==> config.mk <==
export PLATFORM = sky130hd
export DESIGN_NAME = mem_access_ctrl
export DESIGN_NICKNAME = d
export VERILOG_FILES = /design/src/rtl/mem_access_ctrl.sv
export SDC_FILE = /design/constraint.sdc
export NUM_CORES = 1
export LEC_CHECK = 0
export ABC_AREA = 1
export BUFFER_PORTS_ARGS = -buffer_cell sky130_fd_sc_hd__buf_2
export CORE_UTILIZATION = 35
export CTS_CLUSTER_DIAMETER = 120
export DETAILED_ROUTE_END_ITERATION = 10
export PLACE_DENSITY = 0.57
export SLEW_MARGIN = 20
export SYNTH_ARGS = -nofsm -noshare
export SYNTH_HDL_FRONTEND = slang
export SYNTH_SLANG_ARGS = --single-unit
==> constraint.sdc <==
create_clock -name cpu_clk_50M -period 2.7 [get_ports cpu_clk_50M]
set_input_delay 0.135 -clock cpu_clk_50M [delete_from_list [all_inputs] [get_ports cpu_clk_50M]]
set_output_delay 0.135 -clock cpu_clk_50M [all_outputs]
set_load 0.1 [all_outputs]
==> src/rtl/mem_access_ctrl.sv <==
// Purpose : CPU data-memory access controller (EXE -> SRAM-like bus). Handles
//           alignment exceptions, lane steering, load extension, bus timeout and flush.
// Latency : accept N -> data_req N+1 -> resp_valid N+3 at best. req_ready only in IDLE
//           without flush, so the pipeline stalls on busy. Bus address and data are held until addr_ok.
// Ports   : req_* (EXE request), data_* (memory bus), resp_* (one-cycle result),
//           flush (kill in-flight op), busy (stall source), cpu_clk_50M / cpu_rst (sync, active-high).
module mem_access_ctrl #(
    parameter int                ADDR_W      = 32,
    parameter bit                BYTE_SWAP   = 1'b1,
    parameter logic [ADDR_W-1:0] DEV_BASE    = ADDR_W'(32'hBFAF_F000),
    parameter logic [ADDR_W-1:0] DEV_MASK    = ADDR_W'(32'hFFFF_F000),
    parameter int                TIMEOUT_CYC = 255
) (
    input  logic              cpu_clk_50M,
    input  logic              cpu_rst,
    input  logic              req_valid,
    output logic              req_ready,
    input  logic [3:0]        req_op,
    input  logic [ADDR_W-1:0] req_addr,
    input  logic [31:0]       req_wdata,
    input  logic              flush,
    output logic              data_req,
    output logic              data_wr,
    output logic [3:0]        data_wstrb,
    output logic [ADDR_W-1:0] data_addr,
    output logic [31:0]       data_wdata,
    input  logic              data_addr_ok,
    input  logic              data_data_ok,
    input  logic [31:0]       data_rdata,
    output logic              resp_valid,
    output logic [31:0]       resp_rdata,
    output logic [1:0]        resp_exc,
    output logic [ADDR_W-1:0] resp_badvaddr,
    output logic              busy
);
    localparam logic [3:0] OP_LB  = 4'd1;
    localparam logic [3:0] OP_LBU = 4'd2;
    localparam logic [3:0] OP_LH  = 4'd3;
    localparam logic [3:0] OP_LHU = 4'd4;
    localparam logic [3:0] OP_LW  = 4'd5;
    localparam logic [3:0] OP_SB  = 4'd9;
    localparam logic [3:0] OP_SH  = 4'd10;
    localparam logic [3:0] OP_SW  = 4'd11;

    localparam int               CNT_W    = (TIMEOUT_CYC < 2) ? 1 : $clog2(TIMEOUT_CYC + 1);
    localparam logic [CNT_W-1:0] CNT_LAST = CNT_W'(TIMEOUT_CYC - 1);

    typedef enum logic [2:0] {S_IDLE, S_ADDR, S_DATA, S_RESP, S_DRAIN} state_t;

    function automatic logic [31:0] swap32(input logic [31:0] w);
        return {w[7:0], w[15:8], w[23:16], w[31:24]};
    endfunction

    state_t            state;
    logic [3:0]        op_q;
    logic [ADDR_W-1:0] addr_q;
    logic              dev_q;
    logic [3:0]        wstrb_q;
    logic [31:0]       wdata_q;
    logic [31:0]       res_q;
    logic [1:0]        exc_q;
    logic [CNT_W-1:0]  to_cnt;

    // ---- request decode (IDLE side) ----
    logic        op_vld, op_st, misal, dev_hit, accept, to_hit;
    logic [1:0]  op_sz;   // 0 byte, 1 halfword, 2 word
    logic [3:0]  wstrb_n;
    logic [31:0] wdata_n;

    always_comb begin
        op_vld = 1'b0;
        op_st  = 1'b0;
        op_sz  = 2'd0;
        case (req_op)
            OP_LB, OP_LBU: op_vld = 1'b1;
            OP_LH, OP_LHU: begin op_vld = 1'b1; op_sz = 2'd1; end
            OP_LW:         begin op_vld = 1'b1; op_sz = 2'd2; end
            OP_SB:         begin op_vld = 1'b1; op_st = 1'b1; end
            OP_SH:         begin op_vld = 1'b1; op_st = 1'b1; op_sz = 2'd1; end
            OP_SW:         begin op_vld = 1'b1; op_st = 1'b1; op_sz = 2'd2; end
            default:       ;
        endcase
    end

    assign dev_hit = (req_addr & DEV_MASK) == DEV_BASE;
    assign misal   = ((op_sz == 2'd1) && req_addr[0]) ||
                     ((op_sz == 2'd2) && (req_addr[1:0] != 2'b00));
    assign accept  = req_valid && req_ready && op_vld;

    // Lane 3 holds address offset 0; sub-word store data is replicated to every lane.
    always_comb begin
        wstrb_n = 4'b0000;
        wdata_n = 32'h0;
        if (op_st) begin
            case (op_sz)
                2'd0: begin
                    wstrb_n = 4'b1000 >> req_addr[1:0];
                    wdata_n = {4{req_wdata[7:0]}};
                end
                2'd1: begin
                    wstrb_n = req_addr[1] ? 4'b0011 : 4'b1100;
                    wdata_n = {2{req_wdata[7:0], req_wdata[15:8]}};
                end
                default: begin
                    wstrb_n = 4'b1111;
                    wdata_n = (BYTE_SWAP && !dev_hit) ? swap32(req_wdata) : req_wdata;
                end
            endcase
        end
    end

    // ---- load extraction: same lane map, bytes put back into register order ----
    logic [7:0]  ld_b;
    logic [15:0] ld_h;
    logic [31:0] ld_res;

    always_comb begin
        ld_b   = data_rdata[{~addr_q[1:0], 3'b000} +: 8];
        ld_h   = addr_q[1] ? {data_rdata[7:0], data_rdata[15:8]}
                           : {data_rdata[23:16], data_rdata[31:24]};
        ld_res = 32'h0;
        case (op_q)
            OP_LB:   ld_res = {{24{ld_b[7]}}, ld_b};
            OP_LBU:  ld_res = {24'h0, ld_b};
            OP_LH:   ld_res = {{16{ld_h[15]}}, ld_h};
            OP_LHU:  ld_res = {16'h0, ld_h};
            OP_LW:   ld_res = (BYTE_SWAP && !dev_q) ? swap32(data_rdata) : data_rdata;
            default: ld_res = 32'h0;   // stores return zero
        endcase
    end

    // Counter runs through DATA and DRAIN and is cleared everywhere else, so it is zero on entry to DATA.
    assign to_hit = (TIMEOUT_CYC != 0) && (to_cnt == CNT_LAST);

    always_ff @(posedge cpu_clk_50M) begin
        if (cpu_rst) begin
            state   <= S_IDLE;
            op_q    <= 4'h0;
            addr_q  <= '0;
            dev_q   <= 1'b0;
            wstrb_q <= 4'h0;
            wdata_q <= 32'h0;
            res_q   <= 32'h0;
            exc_q   <= 2'd0;
            to_cnt  <= '0;
        end else begin
            if ((state == S_DATA) || (state == S_DRAIN)) begin
                to_cnt <= to_cnt + CNT_W'(1);
            end else begin
                to_cnt <= '0;
            end

            case (state)
                S_IDLE: begin
                    if (accept) begin
                        op_q    <= req_op;
                        addr_q  <= req_addr;
                        dev_q   <= dev_hit;
                        wstrb_q <= wstrb_n;
                        wdata_q <= wdata_n;
                        res_q   <= 32'h0;
                        if (misal) begin
                            exc_q <= op_st ? 2'd2 : 2'd1;
                            state <= S_RESP;
                        end else begin
                            exc_q <= 2'd0;
                            state <= S_ADDR;
                        end
                    end
                end
                S_ADDR: begin
                    // An accepted address owes us a data beat, so flush must drain it.
                    if (flush) begin
                        state <= data_addr_ok ? S_DRAIN : S_IDLE;
                    end else if (data_addr_ok) begin
                        state <= S_DATA;
                    end
                end
                S_DATA: begin
                    if (flush) begin
                        state <= (data_data_ok || to_hit) ? S_IDLE : S_DRAIN;
                    end else if (data_data_ok) begin
                        res_q <= ld_res;
                        state <= S_RESP;
                    end else if (to_hit) begin
                        res_q <= 32'h0;
                        exc_q <= 2'd3;
                        state <= S_RESP;
                    end
                end
                S_RESP: state <= S_IDLE;
                S_DRAIN: begin
                    if (data_data_ok || to_hit) begin
                        state <= S_IDLE;
                    end
                end
                default: state <= S_IDLE;
            endcase
        end
    end

    wire in_addr = (state == S_ADDR);
    wire in_resp = (state == S_RESP);

    assign req_ready     = (state == S_IDLE) && !flush && !cpu_rst;
    assign busy          = (state != S_IDLE);
    assign data_req      = in_addr;
    assign data_wr       = in_addr && op_q[3];
    assign data_wstrb    = in_addr ? wstrb_q : 4'h0;
    assign data_addr     = in_addr ? addr_q : '0;
    assign data_wdata    = in_addr ? wdata_q : 32'h0;
    assign resp_valid    = in_resp && !flush;
    assign resp_rdata    = in_resp ? res_q : 32'h0;
    assign resp_exc      = in_resp ? exc_q : 2'd0;
    assign resp_badvaddr = (in_resp && (exc_q != 2'd0)) ? addr_q : '0;

endmodule

==> metrics.txt <==
final setup margin=around 0.3 ns; top-count cell post-synth=nand2_1; Resized Gates After CTS=0; Post-Synthesis Cells=about 1300; Final setup viols=0; Die Height=between 100 and 150 um; Via Count=8385; M2 GR Usage=between 30% and 40%; TNS Setup=0 ns; first-pass GRT wire length=38.76 mm; synth-to-layout area growth=40.37%; met3 usage=~4.1%; vias in the first global route=approximately 7500; Leakage=about 0.0045 uW; DRC violations left=0; Peak Freq=417.1 MHz; DRT Pass-1 Iters=5; area leader, netlist=dfxtp_1; hold buffers post-CTS=8; starting DRC count in detailed routing=between 500 and 600; crit path time final=2.398 ns; Max IR drop VDD=0.3965 mV; crit-path most repeated cell=nor2_4; CTS tree=done; slowest stage delay, CP=between 0.4 and 0.5 ns; Die ar.=21600 um2; Max-Cap Viols=0; Post-synth EDFFs=0; vias per cell=4.759; Final Slew Violations=0; status=finished clean; total CTS buffers=17; grt met1 use=28.74%; Post-synth ARST share=0%; most frequent cells after synthesis=nand2_1 (287), nor2_1 (198), inv_1 (186), nand3_1 (135), a21oi_1 (120); die width=between 100 and 150 um; Mapped Avg Cell Area=5.844 um2; required time worst endpoint=about 2.6 ns; fin nets=around 1600; CP cell instances=nand2_1 -> nor2_1 -> clkinv_1 -> nor2_4 -> nor2_4 -> buf_4 -> nor2_2 -> buf_12; Mapped Nets=between 1000 and 1500; per-cell routed wire length=between 10 and 15 um; Synth cell types=32; Post-DRT Antenna Nets=0; Synth Flop Type=dfxtp_1; ranking of synthesized cells by area=dfxtp_1 (32%), nand2_1 (15%), nor2_1 (10%), inv_1 (9.5%), nand3_1 (9.2%); crit path max fanout=31; Detailed Place HPWL=17.59 mm; PwrDens=492.1 nW/um2; Critical Path AT=2.26 ns; setup bufs post-CTS=0; sequential-to-total area share from yosys stat=roughly a third; GR peak layer=met2; Worst-path clk slew=roughly 0.06 ns; gr usage total=between 20 and 25%; synth warn=0; Syn Std Cell Area=7357 um2; crit-path leading delay family=buffers and inverters; Clock Latency Late Sink=around 0.41 ns; CP endpoint kind=output port; Initial Util=36.01%; Site Rows=52; Setup CP Type=reg2out; slowest stage cell on the critical path=dfxtp_1; relative slew slack=41.23%; worst min-delay path class=in2reg; Crit path buffers/inverters=3; I/O pin total=between 200 and 250; period utilization=88.80%; Hold Vio Cnt, Final=0; CTS Sinks=approximately 120; RSZ-0062 raised after global routing=false; share of cells above drive strength 1=between 20% and 30%; initial antenna violation count=1; PortBufs=about 240; core area=approximately 20000 um2; top-area cell type share of the netlist area=between 30% and 40%; Final Skew=between 0.009 and 0.01 ns; Clock Tree Root=clkbuf_16; pre-CTS setup slack=~0.70 ns; final WL=around 24 mm; H-tree levels=4; Worst-Margin Slew=between 0.8 and 0.9 ns; Longest Clk Path Bufs=2; startpoint types=register; total grt overflow=0; maximum number of pins on one net before global-route repair=between 70 and 80; gp weighted congestion=0.8504; register bit total from synthesis=about 120
-- stage by stage --
step	util, %	std cells	hold slack [ns]	instance area, um2	total power [uW]
finish	50.55	1762	0.01593	10330	5083
global route	50.55	1762	0.01714	10330	5324
global placement	46.88	1721	0.4121	9578	2573
CTS	50.54	1761	0.004706	10320	5145
floorplan	-	1259	0.2989	7607	2358
detailed placement	46.88	1721	0.4199	9578	2577
-- sequential cells by signal, summed over array words and instances (netlist names) --
| register | flops |
|---|---|
| wdata_q | 32 |
| dev_q | 1 |
| wstrb_q | 4 |
| op_q | 4 |
| state | 3 |
| exc_q | 2 |
| to_cnt | 8 |
| res_q | 32 |
| addr_q | 32 |
-- worst paths after layout --
kind	cells past startpoint	from	to	slack [ns]
max	8	state[0]	resp_badvaddr[31]	0.30
min	3	req_addr[28]	addr_q[28]	0.02
max reg2reg	11	to_cnt[0]	res_q[22]	0.72
min reg2reg	1	to_cnt[0]	to_cnt[0]	0.46
-- cells in the final DEF (no fill, tap or decap), drive strengths merged, types with 2 or more instances in the layout --
cell type / netlist / layout
nand2: 290 / 290
buf: 30 / 269
nor2: 202 / 202
inv: 193 / 193
nand3: 137 / 137
a21oi: 120 / 120
dfxtp: 118 / 118
o21ai: 60 / 60
o211ai: 26 / 26
clkbuf: 47 / 21
nand4: 17 / 17
dlygate4sd3: 0 / 8
clkinv: 2 / 6
bufinv: 0 / 5
nor3b: 4 / 4
nor3: 4 / 4
and2: 2 / 2
ha: 2 / 2
clkinvlp: 0 / 2
-- area by class of cell --
class / count / area (um2)
inverter: 195 / 732.0
clock buffer: 21 / 470.5
sequential: 118 / 2362
timing repair buffer: 277 / 2027
multi-input combinational: 869 / 4199
clock inverter: 11 / 196.4
antenna: 1 / 2.502
fill: 2148 / 10100
tap: 270 / 337.8
-- worst register-to-register path: cells and delay by family (launching register included) --
kind                     cells  cell delay, ns
adder cells (fa/ha/maj)      1            0.13
AO/OA/AOI/OAI                1            0.09
AND/OR/NAND/NOR              8            1.23
flip-flops                   1            0.33
buffers and inverters        1            0.06
-- per-layer routing --
metal / share of wire, % / vias to the layer above
met1: 44 / 3742
met4: 0.80 / 0
met5: 0 / -
met2: 50 / 222
li1: - / 4406
met3: 5.5 / 15
-- power by group --
group,switching [uW],internal (uW)
logic,538,206
registers,18.6,1780
clock network,824,1710
total,1380,3700
-- logic make-up after synthesis --
| group | after synthesis | synth area share, % |
|---|---|---|
| and+or+nand+nor | 658 | 37.72 |
| buffers and inverters | 272 | 14.61 |
| DFF | 118 | 32.11 |
| AOI/OAI and AO/OA | 208 | 15.10 |
| adders and majority gates | 2 | 0.3401 |
| xor gates and xnor gates | 1 | 0.1191 |
Power figures use the tool's default switching activity.
